--- src/rtl/conv2d_pkg.sv ---
// ============================================================================
// Module      : conv2d_pkg
// Description : Shared types and sizing helpers for the conv2d MAC stage.
// Revision    : 1.0 - initial release
// ============================================================================
`default_nettype none

package conv2d_pkg;

    typedef enum logic [1:0] {
        LOAD  = 2'd0,
        RUN   = 2'd1,
        DRAIN = 2'd2
    } mac_state_t;

    // Width that holds K*K products of a zero-extended pixel and a signed weight
    function automatic int sum_width(input int bwd, input int wwd, input int k);
        return bwd + wwd + 1 + $clog2(k * k);
    endfunction

    // Product stage + adder-tree levels + round/saturate stage
    function automatic int mac_latency(input int k);
        return $clog2(k * k) + 2;
    endfunction

endpackage

`default_nettype wire

--- src/rtl/conv2d_mac_if.sv ---
// ============================================================================
// Module      : conv2d_mac_if
// Description : Weight-load, window-in and pixel-out signals of conv2d_mac.
// Revision    : 1.0 - initial release
// ============================================================================
`default_nettype none

interface conv2d_mac_if #(
    parameter int K_KERNEL = 3,
    parameter int BWD      = 8,
    parameter int WWD      = 8,
    parameter int OWD      = 8
);
    logic signed [WWD-1:0]                        i_weight;
    logic                                         i_weight_valid;
    logic                                         o_weight_ready;
    logic                                         i_reload;
    logic [K_KERNEL-1:0][K_KERNEL-1:0][BWD-1:0]   i_window;
    logic                                         i_window_valid;
    logic                                         i_window_end;
    logic [OWD-1:0]                               o_pixel;
    logic                                         o_pixel_valid;
    logic                                         o_frame_end;
    logic                                         o_drop;

    modport slave (
        input  i_weight, i_weight_valid, i_reload,
        input  i_window, i_window_valid, i_window_end,
        output o_weight_ready, o_pixel, o_pixel_valid, o_frame_end, o_drop
    );

    modport master (
        output i_weight, i_weight_valid, i_reload,
        output i_window, i_window_valid, i_window_end,
        input  o_weight_ready, o_pixel, o_pixel_valid, o_frame_end, o_drop
    );

endinterface

`default_nettype wire

--- src/rtl/conv2d_mac_adder_tree.sv ---
// ============================================================================
// Module      : adder_tree
// Description : Registered pipelined binary adder tree with valid/end tags.
// Revision    : 1.0 - initial release
// ============================================================================
`default_nettype none

module adder_tree #(
    parameter int N_LEAF = 9,
    parameter int WIDTH  = 21
) (
    input  logic                    clk,
    input  logic                    clear,
    input  logic signed [WIDTH-1:0] i_leaf [N_LEAF],
    input  logic                    i_valid,
    input  logic                    i_end,
    output logic signed [WIDTH-1:0] o_sum,
    output logic                    o_valid,
    output logic                    o_end,
    output logic                    o_busy
);

    localparam int c_levels = $clog2(N_LEAF);

    function automatic int node_cnt(input int lvl);
        return (N_LEAF + (1 << lvl) - 1) >> lvl;
    endfunction

    // Nodes of all levels >= 1 live in one flat array; this is a level's base index
    function automatic int node_off(input int lvl);
        int s;
        s = 0;
        for (int m = 1; m < lvl; m++) s += node_cnt(m);
        return s;
    endfunction

    localparam int c_nodes = node_off(c_levels + 1);

    logic signed [WIDTH-1:0] r_node [c_nodes];
    logic [c_levels:1]       r_vld;
    logic [c_levels:1]       r_end;

    always_ff @(posedge clk) begin
        if (clear) begin
            r_vld <= '0;
            r_end <= '0;
        end else begin
            r_vld[1] <= i_valid;
            r_end[1] <= i_end;
            for (int l = 2; l <= c_levels; l++) begin
                r_vld[l] <= r_vld[l-1];
                r_end[l] <= r_end[l-1];
            end
        end
    end

    // An odd node at the end of a level is passed up unchanged
    for (genvar l = 1; l <= c_levels; l++) begin : g_level
        for (genvar k = 0; k < node_cnt(l); k++) begin : g_node
            localparam int c_dst = node_off(l) + k;
            localparam int c_src = node_off(l - 1) + 2 * k;
            if (l == 1) begin : g_from_leaf
                if (2 * k + 1 < N_LEAF) begin : g_pair
                    always_ff @(posedge clk) r_node[c_dst] <= i_leaf[2*k] + i_leaf[2*k+1];
                end else begin : g_pass
                    always_ff @(posedge clk) r_node[c_dst] <= i_leaf[2*k];
                end
            end else begin : g_from_node
                if (2 * k + 1 < node_cnt(l - 1)) begin : g_pair
                    always_ff @(posedge clk) r_node[c_dst] <= r_node[c_src] + r_node[c_src+1];
                end else begin : g_pass
                    always_ff @(posedge clk) r_node[c_dst] <= r_node[c_src];
                end
            end
        end
    end

    assign o_sum   = r_node[c_nodes-1];
    assign o_valid = r_vld[c_levels];
    assign o_end   = r_end[c_levels];
    assign o_busy  = |r_vld;

endmodule

`default_nettype wire

--- src/rtl/conv2d_mac.sv ---
// ============================================================================
// Module      : conv2d_mac
// Description : Pipelined KxK multiply-accumulate with weight-load FSM.
// Revision    : 1.0 - initial release
// ============================================================================
`default_nettype none

module conv2d_mac
    import conv2d_pkg::*;
#(
    parameter int K_KERNEL = 3,
    parameter int BWD      = 8,
    parameter int WWD      = 8,
    parameter int OWD      = 8,
    parameter int SHIFT    = 4
) (
    input  logic         clk,
    input  logic         clear,
    conv2d_mac_if.slave  bus
);

    localparam int c_taps   = K_KERNEL * K_KERNEL;
    localparam int c_cnt_w  = $clog2(c_taps);
    localparam int c_prod_w = BWD + WWD + 1;
    localparam int c_sum_w  = sum_width(BWD, WWD, K_KERNEL);

    // One spare bit so adding the rounding constant can never wrap
    localparam logic signed [c_sum_w:0] c_round    = (c_sum_w+1)'((64'(1) << SHIFT) >> 1);
    localparam logic signed [c_sum_w:0] c_pix_max  = (c_sum_w+1)'((64'(1) << OWD) - 1);

    mac_state_t                 r_state;
    mac_state_t                 w_state_next;
    logic signed [WWD-1:0]      r_weight [c_taps];
    logic [c_cnt_w-1:0]         r_load_cnt;
    logic                       w_accept;
    logic                       w_load_wr;
    logic                       w_load_last;
    logic                       w_pipe_busy;

    logic signed [c_prod_w-1:0] r_prod [c_taps];
    logic signed [c_sum_w-1:0]  w_leaf [c_taps];
    logic                       r_prod_valid;
    logic                       r_prod_end;

    logic signed [c_sum_w-1:0]  w_tree_sum;
    logic                       w_tree_valid;
    logic                       w_tree_end;
    logic                       w_tree_busy;

    logic signed [c_sum_w:0]    w_rounded;
    logic signed [c_sum_w:0]    w_shifted;
    logic [OWD-1:0]             w_pixel_sat;

    logic [OWD-1:0]             r_pixel;
    logic                       r_pixel_valid;
    logic                       r_frame_end;
    logic                       r_drop;

    assign w_accept    = bus.i_window_valid && (r_state == RUN);
    assign w_load_wr   = bus.i_weight_valid && (r_state == LOAD);
    assign w_load_last = w_load_wr && (r_load_cnt == c_cnt_w'(c_taps - 1));
    // The output register is not counted: the result can leave while the FSM returns to LOAD
    assign w_pipe_busy = r_prod_valid || w_tree_busy;

    always_ff @(posedge clk) begin
        if (clear) r_state <= LOAD;
        else       r_state <= w_state_next;
    end

    always_comb begin
        w_state_next = r_state;
        case (r_state)
            LOAD:    if (w_load_last)   w_state_next = RUN;
            RUN:     if (bus.i_reload)  w_state_next = DRAIN;
            DRAIN:   if (!w_pipe_busy)  w_state_next = LOAD;
            default:                    w_state_next = LOAD;
        endcase
    end

    assign bus.o_weight_ready = (r_state == LOAD);

    always_ff @(posedge clk) begin
        if (clear) begin
            r_load_cnt <= '0;
            for (int n = 0; n < c_taps; n++) r_weight[n] <= '0;
        end else if (w_load_wr) begin
            r_weight[r_load_cnt] <= bus.i_weight;
            r_load_cnt           <= w_load_last ? '0 : r_load_cnt + 1'b1;
        end
    end

    for (genvar k = 0; k < c_taps; k++) begin : g_tap
        always_ff @(posedge clk) begin
            r_prod[k] <= c_prod_w'($signed({1'b0, bus.i_window[k / K_KERNEL][k % K_KERNEL]}))
                       * c_prod_w'(r_weight[k]);
        end
        assign w_leaf[k] = c_sum_w'(r_prod[k]);
    end

    always_ff @(posedge clk) begin
        if (clear) begin
            r_prod_valid <= 1'b0;
            r_prod_end   <= 1'b0;
        end else begin
            r_prod_valid <= w_accept;
            r_prod_end   <= w_accept && bus.i_window_end;
        end
    end

    adder_tree #(
        .N_LEAF (c_taps),
        .WIDTH  (c_sum_w)
    ) u_adder_tree (
        .clk     (clk),
        .clear   (clear),
        .i_leaf  (w_leaf),
        .i_valid (r_prod_valid),
        .i_end   (r_prod_end),
        .o_sum   (w_tree_sum),
        .o_valid (w_tree_valid),
        .o_end   (w_tree_end),
        .o_busy  (w_tree_busy)
    );

    always_comb begin
        w_rounded = (c_sum_w+1)'(w_tree_sum) + c_round;
        w_shifted = w_rounded >>> SHIFT;
        if (w_shifted < 0)              w_pixel_sat = '0;
        else if (w_shifted > c_pix_max) w_pixel_sat = '1;
        else                            w_pixel_sat = w_shifted[OWD-1:0];
    end

    always_ff @(posedge clk) begin
        if (clear) begin
            r_pixel       <= '0;
            r_pixel_valid <= 1'b0;
            r_frame_end   <= 1'b0;
            r_drop        <= 1'b0;
        end else begin
            r_pixel_valid <= w_tree_valid;
            r_frame_end   <= w_tree_valid && w_tree_end;
            if (w_tree_valid) r_pixel <= w_pixel_sat;
            if (bus.i_window_valid && (r_state != RUN)) r_drop <= 1'b1;
        end
    end

    assign bus.o_pixel       = r_pixel;
    assign bus.o_pixel_valid = r_pixel_valid;
    assign bus.o_frame_end   = r_frame_end;
    assign bus.o_drop        = r_drop;

endmodule

`default_nettype wire

--- src/flat_wrapper.sv ---
// flat-port wrapper written by rule: the top's interface ports become plain ports
module conv2d_mac_flat import conv2d_pkg::*;
#(
    parameter int K_KERNEL = 3,
    parameter int BWD      = 8,
    parameter int WWD      = 8,
    parameter int OWD      = 8,
    parameter int SHIFT    = 4
)
  (clk, clear, bus_i_weight, bus_i_weight_valid, bus_i_reload, bus_i_window, bus_i_window_valid, bus_i_window_end, bus_o_weight_ready, bus_o_pixel, bus_o_pixel_valid, bus_o_frame_end, bus_o_drop);
  conv2d_mac_if #(.K_KERNEL(K_KERNEL), .BWD(BWD), .WWD(WWD), .OWD(OWD)) bus_i ();
  input  logic clk;
  input  logic clear;
  input wire logic [$bits(bus_i.i_weight)-1:0] bus_i_weight;
  input wire logic [$bits(bus_i.i_weight_valid)-1:0] bus_i_weight_valid;
  input wire logic [$bits(bus_i.i_reload)-1:0] bus_i_reload;
  input wire logic [$bits(bus_i.i_window)-1:0] bus_i_window;
  input wire logic [$bits(bus_i.i_window_valid)-1:0] bus_i_window_valid;
  input wire logic [$bits(bus_i.i_window_end)-1:0] bus_i_window_end;
  output wire logic [$bits(bus_i.o_weight_ready)-1:0] bus_o_weight_ready;
  output wire logic [$bits(bus_i.o_pixel)-1:0] bus_o_pixel;
  output wire logic [$bits(bus_i.o_pixel_valid)-1:0] bus_o_pixel_valid;
  output wire logic [$bits(bus_i.o_frame_end)-1:0] bus_o_frame_end;
  output wire logic [$bits(bus_i.o_drop)-1:0] bus_o_drop;
  assign bus_i.i_weight = bus_i_weight;
  assign bus_i.i_weight_valid = bus_i_weight_valid;
  assign bus_i.i_reload = bus_i_reload;
  assign bus_i.i_window = bus_i_window;
  assign bus_i.i_window_valid = bus_i_window_valid;
  assign bus_i.i_window_end = bus_i_window_end;
  assign bus_o_weight_ready = bus_i.o_weight_ready;
  assign bus_o_pixel = bus_i.o_pixel;
  assign bus_o_pixel_valid = bus_i.o_pixel_valid;
  assign bus_o_frame_end = bus_i.o_frame_end;
  assign bus_o_drop = bus_i.o_drop;
  conv2d_mac #(.K_KERNEL(K_KERNEL), .BWD(BWD), .WWD(WWD), .OWD(OWD), .SHIFT(SHIFT)) u_core (.clk(clk), .clear(clear), .bus(bus_i));
endmodule
--- config.mk ---
export PLATFORM = sky130hd
export DESIGN_NAME = conv2d_mac_flat
export DESIGN_NICKNAME = d
export VERILOG_FILES = /design/src/rtl/conv2d_pkg.sv /design/src/rtl/conv2d_mac_if.sv /design/src/rtl/conv2d_mac_adder_tree.sv /design/src/rtl/conv2d_mac.sv /design/src/flat_wrapper.sv
export SDC_FILE = /design/constraint.sdc
export NUM_CORES = 2
export LEC_CHECK = 0
export CORE_UTILIZATION = 69
export CTS_CLUSTER_DIAMETER = 100
export DETAILED_ROUTE_END_ITERATION = 12
export HOLD_SLACK_MARGIN = 0.03
export PLACE_DENSITY_LB_ADDON = 0.08
export SKIP_CTS_REPAIR_TIMING = 1
export SYNTH_ARGS = -nofsm -noshare
export SYNTH_HDL_FRONTEND = slang
export SYNTH_SLANG_ARGS = --single-unit
--- constraint.sdc ---
create_clock -name clk -period 12.8 [get_ports clk]
set_input_delay 1.28 -clock clk [delete_from_list [all_inputs] [get_ports clk]]
set_output_delay 1.28 -clock clk [all_outputs]
set_load 0.05 [all_outputs]
== Word-level counts from Yosys, hierarchy flattened ==
Memories as Yosys holds them, arrays and structs flattened.
Cells that the tools add are included.
Widths: inputs -> output; s select.

* Add/subtract/negate cells: 10
* $mul: 9
* Magnitude comparators: 2
* Eq/ne operators: 7
* Multiplexer cells: 15
* Reductions and logical operators: 11

{| class="wikitable"
|+ Operators with widths
! cell !! number
|-
| $mul 9x8->17 || 9
|-
| $add 21x21->21 || 4
|-
| $add 17x17->18 || 4
|-
| $mux 8 || 3
|-
| $add 21x5->22 const B || 1
|-
| $gt 18x9->1 const B || 1
|-
| $lt 18x1->1 const B || 1
|-
| $mux 4 || 2
|-
| $reduce_or 8->1 || 1
|-
| $logic_and 1x1->1 || 6
|-
| $mux 1 || 6
|-
| $mux 2 || 3
|-
| $pmux 2 s3 || 1
|-
| $add 4x1->4 const B || 1
|-
| $eq 4x4->1 const B || 1
|-
| $ne 2x1->1 const B || 2
|-
| $ne 2x2->1 const B || 2
|-
| $reduce_or 4->1 || 1
|-
| $reduce_and 3->1 || 1
|-
| $eq 2x1->1 const B || 1
|-
| $eq 2x2->1 const B || 1
|-
| $logic_not 2->1 || 1
|-
| $logic_or 1x1->1 || 1
|}

* Register bits: 27
* Bits in writable memories: 456
* Output and inout bits: 12
* Memories kept: 3

{| class="wikitable"
|+ Memories
! name !! depth !! bits a word !! rd ports !! clocked after memory_dff !! wr ports !! RTL line !! RTL
|-
| u_core.u_adder_tree.r_node || 11 || 21 || 11 || 0 || 11 || conv2d_mac_adder_tree.sv:39 || <nowiki>logic signed [WIDTH-1:0] r_node [c_nodes];</nowiki>
|-
| u_core.r_prod || 9 || 17 || 9 || 0 || 9 || conv2d_mac.sv:40 || <nowiki>logic signed [c_prod_w-1:0] r_prod [c_taps];</nowiki>
|-
| u_core.r_weight || 9 || 8 || 9 || 0 || 9 || conv2d_mac.sv:33 || <nowiki>logic signed [WWD-1:0] r_weight [c_taps];</nowiki>
|}

== Longest topological paths before layout ==
* Depth after elaboration: 7
* Gate-level depth with buffers: 20
* Mapped depth without buffers: 20

== By module ==
Synthesis repeated with hierarchy kept, for this count alone.

* Cells, all modules: 4005
* Area, all modules: 38868.5 um2

{| class="wikitable"
|+ By module, submodules not included
! module !! instances !! cells each !! area an instance (um2) !! sequential area each (um2)
|-
| conv2d_mac || 1 || 2781 || 26800.7 || 5605.4
|-
| adder_tree || 1 || 1224 || 12067.8 || 4784.6
|}

== Worst setup path after synthesis ==
OpenSTA, ideal clock, no wires.

* Path kind: input port to flip-flop
* From: in bus_i_window[13]
* To: mem u_core.r_prod[0][33] in the netlist's numbering
* Data arrival time: 5.062 ns
* Data required time: 12.728 ns
* Path slack: 7.666 ns
* Cell stages on the path: 17
* Path buffers: 0
* Cells stage by stage: and2_1 -> fa_1 -> inv_1 -> fa_1 -> inv_1 -> fa_1 -> inv_1 -> fa_1 -> inv_1 -> ha_1 -> o21ai_0 -> nand2_1 -> a21o_1 -> a31o_2 -> a41o_1 -> o41ai_2 -> xnor2_1

{| class="wikitable"
|+ RTL lines
! what !! RTL line !! RTL
|-
| start, declared || flat_wrapper.sv:17 || <nowiki>input wire logic [$bits(bus_i.i_window)-1:0] bus_i_window;</nowiki>
|-
| end, declared || conv2d_mac.sv:40 ||
|}

==> summary.md <==
| Metric | Value |
|---|---|
| Layout area overhead | 9.57% |
| Wire per inst | 17.9 um |
| Most common cell in the synthesized netlist | inv_1 |
| GRT overflow | 0 |
| Antenna violations before repair | 4 |
| Worst hold margin | 320 ps |
| Yosys reg bits | 456 |
| Share of layout cells above drive strength 1 | 0.0314 |
| Post-Synth Adder-Cell Area | 0.370 |
| Via count | between 20,000 and 30,000 |
| Core area | 51,700 sq um |
| DP Wirelength | 64,400 um |
| Highest Signal Layer | met4 |
| Total power | 7520 uW |
| Starting Density | 0.705 |
| CTS tree | done |
| Slew margin rel. | 0.235 |
| Antenna violation net count after detailed routing | 0 |
| Die area | 53,700 sq um |
| Post-synthesis compound-gate area fraction | 0.0804 |
| Fraction of the mapped netlist area in simple logic gates | 0.166 |
| Max Slew Vio Count | 0 |
| Slowest cell delay on critical path | 550 ps |
| DIE HEIGHT | 232 um |
| Sequential fraction of the synthesis area | 0.270 |
| DR vias/cell | around 5.7 |
| CTS clk-pin slew, worst paths | 60 ps |
| Largest family of logic cells by synthesized area | adder cells |
| # clock sinks | between 400 and 500 |
| Remaining DRCs | 0 |
| Synth top area share | 0.211 |
| Hold Vio Cnt, Final | 0 |
| Met3 wire length | 4450 um |
| F_max | 0.184 GHz |
| Gr usage total | 0.317 |
| M1 WL | 35,000 um |
| Asr flop ratio synth | 0 |
| H-Tree Depth | 2 |
| First-pass GRT wire length | about 140,000 um |
| CP arrival | between 5000 and 6000 ps |
| # setup viols final | 0 |
| Post-synth net total | ~4,700 |
| Area of the multi-input gates | 24,400 sq um |
| Final Wtd Congestion | 0.935 |
| Die X | ~230 um |
| Cells after Synth | roughly 3,700 |
| Crit-path slowest cell | clkdlybuf4s50_1 |
| Synth top area cells | dfxtp_1 (21%), fa_1 (19%), ha_1 (18%) |
| Vias in the first global route | 27,300 |
| Ports placed on the boundary | 98 |
| Ys flop type | dfxtp_1 |
| Wire length on met2 | 39,300 um |
| Status | finished, final reports clean |
| Crit end category | register |
| CTS max path bufs | 3 |
| Period minus WS final | around 5400 ps |
| TritonCTS Buffers | 47 |
| Unique cell type count in the Yosys netlist | 68 |
| Tcrit/Tclk final | 0.424 |
| Mapped cell area | 36,400 sq um |
| Unrepaired setup endpoints after global routing | false |
| EDFF count, synth | 72 |
| Yosys warning count | 0 |
| Rows | 83 |
| Mux contribution to synthesized area | 0 |
| Root Buffer | clkbuf_16 |
| Clock skew | about 29 ps |
| Max_cap viols | 0 |
| Register Area | about 9800 sq um |
| Initial DRC count | ~1,500 |
| Power Density | 188 nW/um^2 |
| Tightest Pin Transition | 1140 ps |
| HP Class | reg -> reg |
| Leakage power | about 0.02 uW |
| Port Buf Inserts | 97 |
| Biggest area consumer among synthesized cells | dfxtp_1 |
| CP Class | in -> reg |
| Largest net degree at the start of global routing | 37 |
| Final #Nets | 4,812 |
| Synth top cells by count | inv_1 (567), ha_1 (535), and2_1 (387) |
| Crit path max fanout | 8 |
| DR pass1 iterations | 5 |
| Clock Latency Late Sink | 600 ps |
| Filler cell count | between 3,000 and 4,000 |
| Syn avg cell area | 9.81 sq um |
| Max VDD drop | 0.147 mV |
| Setup TNS | 0 ps |
| CP Launch Type | primary input |
| Total Wirelength | 81,700 um |
| Worst-path cell chain | clkdlybuf4s50_1 > and2_1 > fa_1 > inv_1 > fa_1 > inv_1 > fa_1 > inv_1 > fa_1 > inv_1 > ha_1 > o21ai_0 > nand2_1 > a21o_1 > a31o_2 > a41o_1 > o41ai_2 > xnor2_1 |
| Critical Path RT | 13,300 ps |
| XOR/XNOR Fraction of Synth Area | 0.0534 |
[critical path: cells and delay by family]
family	cells	cell delay (ps)
fa+ha+maj	5	2320
simple gates	2	340
xor+xnor	1	160
compound gates	5	1070
buf+inv	5	750
[flip-flops by register name (all words and copies together) (netlist names), 2 cells and up]
register / flops
u_core.u_adder_tree.r_node: 204
u_core.r_prod: 153
u_core.r_weight: 72
u_core.bus.o_pixel: 8
u_core.r_load_cnt: 4
u_core.u_adder_tree.r_end: 4
u_core.u_adder_tree.r_vld: 4
u_core.r_state: 2
[report_power, final]
| part | switching [uW] | internal [uW] |
|---|---|---|
| logic | 2120 | 1690 |
| registers | 274 | 1980 |
| clock network | 604 | 849 |
| total | 3000 | 4520 |
[final timing paths]
| kind | startpoint | endpoint | slack (ps) | depth (start not counted) |
|---|---|---|---|---|
| min | u_core.u_adder_tree.r_node[4][12]$_DFF_P_ | u_core.u_adder_tree.r_node[7][12]$_DFF_P_ | 320 | 0 |
| max | bus_i_window[13] | u_core.r_prod[0][33]$_DFF_P_ | 7380 | 18 |
| max reg2reg | u_core.r_weight[1][2]$_SDFFCE_PN0P_ | u_core.r_prod[0][33]$_DFF_P_ | 8100 | 17 |
| min reg2reg | u_core.u_adder_tree.r_node[4][12]$_DFF_P_ | u_core.u_adder_tree.r_node[7][12]$_DFF_P_ | 320 | 0 |
[logic make-up (layout without fill, tap and decap cells)]
kind of cell             after synthesis  count (layout)
AO/OA/AOI/OAI                        437             437
XOR/XNOR                             222             222
buffers and inverters                581             754
AND/OR/NAND/NOR                     1145            1145
flip-flops                           456             456
adder cells (fa/ha/maj)              875             875
other                                  0               3
[per-layer routing]
metal	vias up	GRT usage
met3	170	0.0410
met1	12600	0.409
li1	12400	-
met4	0	0.125
met5	-	0
met2	650	0.539
[final cells by class]
type	count	share of cell area
multi-input cells	2679	0.612
flip-flops and latches	456	0.247
inverters	567	0.0533
clock buffers	59	0.0332
repair buffers	100	0.0249
well taps	680	0.0213
clock inverters	28	0.00871
diodes	3	0.000188
[through the flow]
stage,util,instance area (sq um),std cells,setup slack [ps]
floorplan,-,36400,3716,7670
global placement,0.740,38200,4482,6940
detailed placement,0.740,38200,4482,6830
CTS,0.772,39900,4569,7410
global route,0.772,39900,4569,7170
finish,0.772,39900,4572,7380
[placed cells by master (no fill, tap or decap), types with 6 or more instances in the layout]
cell type / synthesis / final
nand2b_1: 50 / 50
and2_1: 387 / 387
clkbuf_8: 0 / 6
fa_1: 340 / 340
nor3_1: 50 / 50
inv_1: 567 / 567
o31ai_1: 6 / 6
or2_2: 7 / 7
a21oi_1: 132 / 132
and3_1: 80 / 80
a21o_1: 58 / 58
o21a_1: 41 / 41
nor2_1: 207 / 207
clkinv_2: 0 / 7
o21ai_1: 10 / 10
xnor2_1: 178 / 178
edfxtp_1: 72 / 72
o31a_1: 6 / 6
clkbuf_16: 0 / 49
a31oi_1: 9 / 9
dfxtp_1: 384 / 384
or3_1: 16 / 16
nand3_1: 49 / 49
a41oi_1: 12 / 12
xor2_1: 44 / 44
o21bai_1: 14 / 14
nor2b_1: 61 / 61
a31o_2: 10 / 10
ha_1: 535 / 535
o21ai_0: 68 / 68
a211oi_1: 6 / 6
o211ai_1: 18 / 18
clkdlybuf4s50_1: 0 / 97
nand2_1: 215 / 215
Power figures use the tool's default switching activity.
